<file path="config.mk">
export PLATFORM = sky130hd
export DESIGN_NAME = pipe_out_fifo
export DESIGN_NICKNAME = d
export VERILOG_FILES = /design/src/rtl/pipe_out_fifo.sv
export SDC_FILE = /design/constraint.sdc
export NUM_CORES = 1
export LEC_CHECK = 0
export ABC_CLOCK_PERIOD_IN_PS = 4800
export CAP_MARGIN = 5
export CORE_MARGIN = 3
export CORE_UTILIZATION = 40
export DETAILED_ROUTE_END_ITERATION = 8
export PLACE_DENSITY_LB_ADDON = 0.15
export REMOVE_ABC_BUFFERS = 1
export SYNTH_ARGS = -nofsm -noshare
export SYNTH_HDL_FRONTEND = slang
export SYNTH_SLANG_ARGS = --single-unit
</file>
<file path="constraint.sdc">
create_clock -name clk -period 4.8 [get_ports clk]
set_input_delay 0.96 -clock clk [delete_from_list [all_inputs] [get_ports clk]]
set_output_delay 0.96 -clock clk [all_outputs]
set_load 0.03 [all_outputs]
</file>
<file path="src/rtl/pipe_out_fifo.sv">
// Output queue behind a valid-only pipeline: circular buffer with a sticky drop flag.
// Define PIPE_OUT_FIFO_BYPASS_EN to let words fall through combinationally while the queue is empty.
module pipe_out_fifo #(
    parameter int WIDTH     = 32,
    parameter int DEPTH     = 4,
    parameter int AFULL_LVL = 2
) (
    input  logic                     clk,
    input  logic                     rst_n,
    input  logic [WIDTH-1:0]         in_data,
    input  logic                     in_valid,
    output logic [WIDTH-1:0]         out_data,
    output logic                     out_valid,
    input  logic                     out_ready,
    output logic [$clog2(DEPTH):0]   count,
    output logic                     almost_full,
    output logic                     overflow,
    input  logic                     clr_overflow
);

    localparam int AW = $clog2(DEPTH);
    localparam int CW = AW + 1;

    logic [WIDTH-1:0] mem_q [DEPTH];
    logic [AW-1:0]    wr_ptr_q, wr_ptr_d;
    logic [AW-1:0]    rd_ptr_q, rd_ptr_d;
    logic [CW-1:0]    count_q, count_d;
    logic             overflow_q, overflow_d;

    logic empty, full, pop_mem, wr_en, ovf_evt, bypass_take;

    assign empty   = (count_q == '0);
    assign full    = (count_q == CW'(DEPTH));
    assign pop_mem = !empty && out_ready;

`ifdef PIPE_OUT_FIFO_BYPASS_EN
    // An empty queue hands the incoming word straight to the consumer.
    assign bypass_take = empty && in_valid && out_ready;
    assign out_valid   = !empty || in_valid;
    assign out_data    = empty ? in_data : mem_q[rd_ptr_q];
`else
    assign bypass_take = 1'b0;
    assign out_valid   = !empty;
    assign out_data    = mem_q[rd_ptr_q];
`endif

    // A full queue still accepts a word if the head leaves in the same cycle.
    assign wr_en   = in_valid && !bypass_take && (!full || pop_mem);
    assign ovf_evt = in_valid && full && !pop_mem;

    assign count       = count_q;
    assign almost_full = (count_q >= CW'(AFULL_LVL));
    assign overflow    = overflow_q;

    always_comb begin
        wr_ptr_d   = wr_ptr_q;
        rd_ptr_d   = rd_ptr_q;
        count_d    = count_q;
        overflow_d = overflow_q;
        if (wr_en)
            wr_ptr_d = wr_ptr_q + AW'(1);
        if (pop_mem)
            rd_ptr_d = rd_ptr_q + AW'(1);
        case ({wr_en, pop_mem})
            2'b10:   count_d = count_q + CW'(1);
            2'b01:   count_d = count_q - CW'(1);
            default: count_d = count_q;
        endcase
        if (ovf_evt)
            overflow_d = 1'b1;
        else if (clr_overflow)
            overflow_d = 1'b0;
    end

    always_ff @(posedge clk or negedge rst_n) begin
        if (!rst_n) begin
            wr_ptr_q   <= '0;
            rd_ptr_q   <= '0;
            count_q    <= '0;
            overflow_q <= 1'b0;
        end else begin
            wr_ptr_q   <= wr_ptr_d;
            rd_ptr_q   <= rd_ptr_d;
            count_q    <= count_d;
            overflow_q <= overflow_d;
        end
    end

    always_ff @(posedge clk) begin
        if (wr_en)
            mem_q[wr_ptr_q] <= in_data;
    end

endmodule

</file>
==> results of run 1 <==
## report_power, final
part / switching, mW / internal [mW]
sequential: 0.168 / 1.57
clock: 0.458 / 0.908
combinational: 0.832 / 0.733
total: 1.46 / 3.21
## critical path: stages, from the launching register on
cell and delay (ns):
dfrtp_2 0.66, buf_4 0.37, mux4_2 0.54, clkdlybuf4s50_1 0.64
## Yosys cell counts, types with 2 or more instances
library cell,count
and2_2,4
buf_2,3
buf_4,4
buf_6,2
dfrtp_1,8
edfxtp_1,128
ha_1,4
inv_1,5
mux4_2,32
nand2_1,2
nand3_1,3
nor2_1,2
or2_2,2
xnor2_1,3
xor2_1,2
## layout make-up
class | count | area (um2) | area share (%)
flip-flops and latches | 136 | 4050 | 60.3
repair buffers | 76 | 756 | 11.3
well taps | 168 | 210 | 3.13
clock inverters | 12 | 171 | 2.55
clock buffers | 20 | 467 | 6.95
multi-input cells | 70 | 1040 | 15.6
inverters | 5 | 18.8 | 0.280
## metal layers
metal	track usage, %	vias up	routed length (um)
met5	0	-	0
met4	5.58	0	106
met3	4.95	10	559
met2	20.7	78	4520
met1	17.1	1235	3810
li1	-	1088	-
## cell families after synthesis
group / Yosys count / synth area share [%]
AO/OA/AOI/OAI: 9 / 1.52
buffers and inverters: 15 / 1.74
adder cells (fa/ha/maj): 5 / 1.35
AND/OR/NAND/NOR: 18 / 2.25
multiplexers: 33 / 14.2
flip-flops: 136 / 78.1
XOR/XNOR: 5 / 0.846
## registers in the layout (all words and copies together), names as in the netlist
| name | count |
|---|---|
| mem_q | 128 |
| overflow | 1 |
| rd_ptr_q | 2 |
| wr_ptr_q | 2 |
| count | 3 |
## placed cells by master, fill, tap and decap left out, drive strengths merged, types with 4 or more instances in the layout
cell	instances
ha	4
edfxtp	128
clkinv	4
bufinv	4
and2	4
mux4	32
clkbuf	20
clkdlybuf4s50	74
dfrtp	8
inv	6
## worst min path at each step
stage | slack [ns] | end | cells after the start
after global placement | 0.54 | overflow$_DFFE_PN0P_ | 2
final | 0.54 | overflow$_DFFE_PN0P_ | 2
after CTS | 0.56 | overflow$_DFFE_PN0P_ | 2
after floorplan | 0.53 | wr_ptr_q[1]$_DFFE_PN0P_ | 1
after global routing | 0.59 | overflow$_DFFE_PN0P_ | 2
after detailed placement | 0.54 | overflow$_DFFE_PN0P_ | 2
==> summary by stage, run 1 <==
Synth
Summing every instance area after synthesis gives 5180 um2. For this run, the leading register cell type out of synthesis is edfxtp_1. The top-area cell type share of the netlist area is 74.2%. By area the synthesized netlist is led by edfxtp_1 (74%), mux4_2 (14%), dfrtp_1 (3.9%).

The count of flip-flops with a built-in enable after synthesis is 128. The share of the Yosys chip area taken by registers is around four fifths. The number of different library cells used by synthesis comes to 32. The synthesized design contains ~140 register bits. Synthesis produced a netlist whose cell count is roughly 220.

For this run, the number of Yosys warnings is 0. The average footprint of a synthesized cell is ~23 um2. Counting flops with an async set or reset pin after synthesis yields a share of 5.88%. The largest total area in the synthesized netlist belongs to edfxtp_1.

Timing
The worst clock skew on the final layout is roughly 0.0057 ns. Derived from the worst setup path, the maximum achievable clock frequency is approximately 280 MHz. The worst hold slack across all endpoints is ~0.54 ns. Headroom to the max-slew limit came out at 39.3%. The number of hold violations in the final report was 0. The max-slew violation total from the final report is 0. The final worst-path cycle share is about three quarters. The minimum clock period after layout is approximately 3.6 ns.

After routing, the total negative slack on setup checks comes to 0 ns. Once routing completed, OpenROAD measured the worst setup slack at about 1.2 ns. Setup violations remaining at the end of the flow were counted as 0. The transition time at the pin with the least slew margin is just over 0.9 ns. Setup repair after global routing left no endpoint under its margin.

Place
After legalization and detailed placement, the total HPWL measured ~5.3 mm. The number of placed instances with taps included is about 460. The count of buffers inserted at the top-level ports is 74. The minimum setup slack after placement is approximately 1.6 ns. Once placement finished, the instance area stood at between 6000 and 7000 um2. The weighted congestion at the end of routability-driven global placement is 0.706.

Critical path
In this run the register-to-register setup slack is around 2.6 ns. The endpoint identified for the worst register-to-register timing path is count[2]$_DFFE_PN0P_. The most critical setup path has its endpoint at out_data[1]. The worst-path maximum fanout is 14. The critical path launch point type is a flop.

The worst setup path category is reg -> out. The worst register-to-register path begins at count[1]$_DFFE_PN0P_. The number of cells on the worst reg-to-reg path is 7. The required time of the critical path is 3.84 ns.

The kind of capture point of the worst setup path is an output pin. The worst endpoint data arrival time is roughly 2.6 ns. The critical path starts at rd_ptr_q[0]$_DFFE_PN0N_.

Worst hold path
The start point of the worst hold path is overflow$_DFFE_PN0P_. In this run the worst hold path is classified as reg -> reg.

Power
The maximum ir drop on the vdd rail is 0.000372 V. The total power is 4.67 mW. Dividing total power by cell area gives a power density of 696 nW/um2.

The leakage dissipation is 2.23 nW.

GRT
Entering global routing, the biggest net connects 34 pins. The initial antenna violation count is 0. The residual overflow from global routing is 0.

For this run, the total global-route usage over all layers was measured as 13.4%. The via count of the first global-routing pass was 2598. The global-route wire length before repair is between 10 and 15 mm.

Floorplan
In this run the count of I/O pins placed on the die edge is between 70 and 80. Measured along the y axis, the die boundary spans ~120 um. The number of rows created at floorplan is 40. The die area is 14300 um2. The core region is ~12000 um2. The width of the die is between 100 and 150 um. Once the floorplan was initialized, standard cells occupied about 42% of the core.

Flow run
The number of violations of the max-capacitance limit is 0.

Clock network
The clock root buffer is clkbuf_16. In this run, CTS created clock tree buffers numbering 17. No sink is reached through more buffers than the 2 on the longest clock path. Counting every sink on the clock net gives ~140. The count of H-tree levels built during CTS is 4. After clock tree synthesis, the clock-pin slew on the worst setup and hold paths is ~0.06 ns. The TritonCTS clock tree is done. The number of hold buffers added after CTS was 0.

The count of instances resized after the clock tree is built is 0. The clock insertion delay at the later pin of the skew report is approximately 0.40 ns. The setup fix buffers added after clock tree synthesis is 0.

Cells and area
The fraction of layout cells with a size suffix above 1 is 24.8%. Excluding fillers, the count of instances in the completed layout stands at approximately 500. Counting the fill cells in the layout gives 972. The relative area change from synthesis to final layout is 29.6%. The finished cells cover approximately 6700 um2. The number of antenna repair diodes is 0.

Measured on the finished design, the core utilization comes to between 50% and 60%. The layout net count is about 350.

Detailed routing
The pre-antenna-repair detailed-routing pass consisted of 4 iterations. The violation count after the first detailed-route iteration is about 150. The average wire per cell in the routed design is around 18 um. In this run the remaining antenna-violating nets after routing total 0. The detailed router placed 2411 vias in this run. The number of vias per cell is about 5. The total detailed-routing wirelength is roughly 9 mm. For this run, design rule violations remaining after detail routing come to 0.

Run status
The run finished with clean final reports.
(Power assumes the default switching activity.)
==> run 2, diff against run 1 <==
ABC_CLOCK_PERIOD_IN_PS = 3000   (was 4800)
clock period = 3 ns   (was 4.8 ns; I/O delays follow)
==> summary by stage, run 2 (synthesized netlist as in run 1, its figures left out) <==
Critical path
The kind of capture point of the worst setup path is an output pin. The minimum setup slack among reg-to-reg paths is 0.74 ns (-1.82 ns). The worst setup path category is reg -> out.

The startpoint identified for the worst register-to-register timing path is count[2]$_DFFE_PN0P_. The critical path launch point type is a flop. The length in cells of the worst reg-to-reg path was 7 (unchanged). The worst register-to-register path ends at count[2]$_DFFE_PN0P_.

The worst-path maximum fanout was 16 (+2). The worst endpoint data arrival time was 2.25 ns (-0.36 ns). The required time of the critical path is 2.40 ns (-1.44 ns).

Clock network
The clock tree buffer depth is 2 (unchanged). The number of buffers created by CTS is 17 (unchanged). The number of sinks driven by the clock tree is 136 (unchanged). The clock transition time at the flip-flop clock pins of the worst setup and hold paths is 0.06 ns (about the same). The count of H-tree levels built during CTS is 4 (unchanged). The clock root buffer is clkbuf_16. The clock insertion delay at the later pin of the skew report came to 0.41 ns (about the same).

TritonCTS built the clock tree. The setup fix buffers added after clock tree synthesis is 0 (unchanged).

GRT
The via count of the first global-routing pass came to 2642 (+1.7%). The global-route wire length before repair came to 14.4 mm (+1.6%). The global-route usage over all layers is 13.7% (+0.36 points).

The residual overflow from global routing was 0 (unchanged). The initial antenna violation count is 0 (unchanged). The pin count of the biggest net entering global routing was 33 (-2.9%).

Timing
The worst slew slack as a fraction of its limit came to 41.1% (+1.9 points). The final-layout setup total negative slack is 0 ns (unchanged). The count of final setup violators was 0 (unchanged).

The number of hold violations in the final report is 0 (unchanged). Static timing analysis puts the maximum clock frequency at between 300 and 400 MHz. The minimum clock period after layout is between 2 and 3 ns. The transition time at the pin with the least slew margin came to 0.883 ns (-0.0281 ns). Setup repair after global routing left no endpoint under its margin. The final worst-path cycle share is 95.0%.

The worst clock skew on the final layout came to 0.00561 ns (-0.000103 ns). The max-slew violation total from the final report is 0 (unchanged).

Detailed routing
The average wire per cell in the routed design is 18.0 um (-2.7%). The remaining number of nets flagged by the antenna check after routing is 0 (unchanged). The number of iterations in the first detailed-routing pass is 4 (unchanged). The met3 wire length was 545 um (-2.5%). The violation count after the first detailed-route iteration is 190 (+29%). The length of routed wiring on met1 is 3.85 mm (+1.1%). Signal routing reaches up to met4. The post-route DRC violation count was 0 (unchanged).

The number of vias per cell came to 4.90 (-0.93%). The total detailed-routing wirelength was 8.83 mm (-1.7%). The detailed-route via count is 2413 (+0.083%).

The routed length on met2 came to 4.28 mm (-5.2%).

Cells and area
From synthesis to final layout, the design area changed by 30.3%. The final cell count without fillers is 492 (+1.0%). The final core utilization is 54.8% (+0.26 points). The number of filler cells placed in the layout is 982 (+1.0%). The fraction of layout cells with a size suffix above 1 is 24.5% (-0.31 points). The library cells used most frequently in the layout, excluding fill and tap cells, are edfxtp_1 (128), clkdlybuf4s50_1 (74), mux4_2 (32). The leading cell type in the layout, fill and taps excluded is edfxtp_1. The layout net count was 352 (+1.1%). The flip-flop count of the largest register, all copies and words added came to 128 (unchanged). The register ranked first by flip-flop count is mem_q.

Place
The HPWL after detailed placement was 5.32 mm (-0.30%). The count of buffers inserted at the top-level ports is 74 (unchanged). The weighted congestion at the end of routability-driven global placement came to 0.707 (+0.17%). The number of placed instances with taps included is 459 (+0.88%).

Floorplan
The die area is 14300 um2 (unchanged). The width of the die is 120 um (unchanged). The number of top-level design ports is 75 (unchanged).

The height of the die came to 120 um (unchanged). The starting density of the core is 42.1% (unchanged). The number of rows created at floorplan is 40 (unchanged).

The standard cell core area is 12300 um2 (unchanged).

Worst hold path
The path class of the tightest hold or removal check is in -> async.

Power
The leakage dissipation was 2.24 nW (+0.28%). The maximum ir drop on the vdd rail was 0.000498 V (+34%). The areal power density over the cells is 1110 nW/um2 (+59%).

Run status
The flow ran to the end, and the final reports show no timing, DRC or antenna violations.

Flow run
The number of violations of the max-capacitance limit was 0 (unchanged).
run 2: changes by cell type in the layout (fill, tap and decap cells not counted), sizes merged:
cell	delta
buf	+4
clkbuf	-2
clkinv	+1
clkinvlp	+1
diode	+1
run 2: worst max-delay path by stage:
stage,slack [ns],endpoint,from,cells after the start
after floorplan,0.22,out_data[0],rd_ptr_q[0]$_DFFE_PN0N_,1
after CTS,0.02,out_data[24],rd_ptr_q[0]$_DFFE_PN0N_,3
after global placement,0.28,count[2]$_DFFE_PN0P_,out_ready,7
final,0.15,out_data[24],rd_ptr_q[0]$_DFFE_PN0N_,3
after global routing,0.05,out_data[24],rd_ptr_q[0]$_DFFE_PN0N_,3
after detailed placement,0.22,count[2]$_DFFE_PN0P_,out_ready,7
run 2: through the flow:
stage	hold slack, ns	worst slack [ns]	power (mW)	cell area (um2)
2_1_floorplan	0.304	0.221	4.36	5110
3_3_place_gp	0.544	0.276	5.44	6130
3_5_place_dp	0.529	0.218	5.46	6130
4_1_cts	0.480	0.0218	7.58	6740
5_1_grt	0.493	0.0460	7.84	6740
6_report	0.479	0.151	7.46	6750
run 2: layout make-up:
class	instances	area [um2]	area share, %
Antenna cell	1	2.50	0.0371
Clock buffer	18	429	6.36
Clock inverter	14	180	2.67
Inverter	5	18.8	0.278
Multi-Input combinational cell	70	1040	15.5
Sequential cell	136	4050	60.0
Tap cell	168	210	3.12
Timing Repair Buffer	80	815	12.1
run 2: layer usage:
metal | global-route usage [%] | vias up
li1 | - | 1104
met1 | 17.8 | 1224
met2 | 20.8 | 70
met3 | 5.18 | 15
met4 | 6.01 | 0
met5 | 0 | -
run 2: worst max-delay path: stages, from the launching register on:
cell             delay (ns)
dfrtp_2                0.39
buf_6                  0.24
mux4_2                 0.57
clkdlybuf4s50_1        0.62
run 2: repair_timing:
action                                  in CTS  in global routing
hold buffers                                 0                  0
endpoints found under the setup margin       0                  4
gates resized for setup                      0                  1
run 2: power by group:
part | leakage (nW) | switching [mW] | internal [mW] | total, mW
logic | 0.687 | 1.45 | 1.23 | 2.68
registers | 1.27 | 0.153 | 2.52 | 2.67
clock network | 0.285 | 0.726 | 1.38 | 2.10
total | 2.24 | 2.33 | 5.12 | 7.46
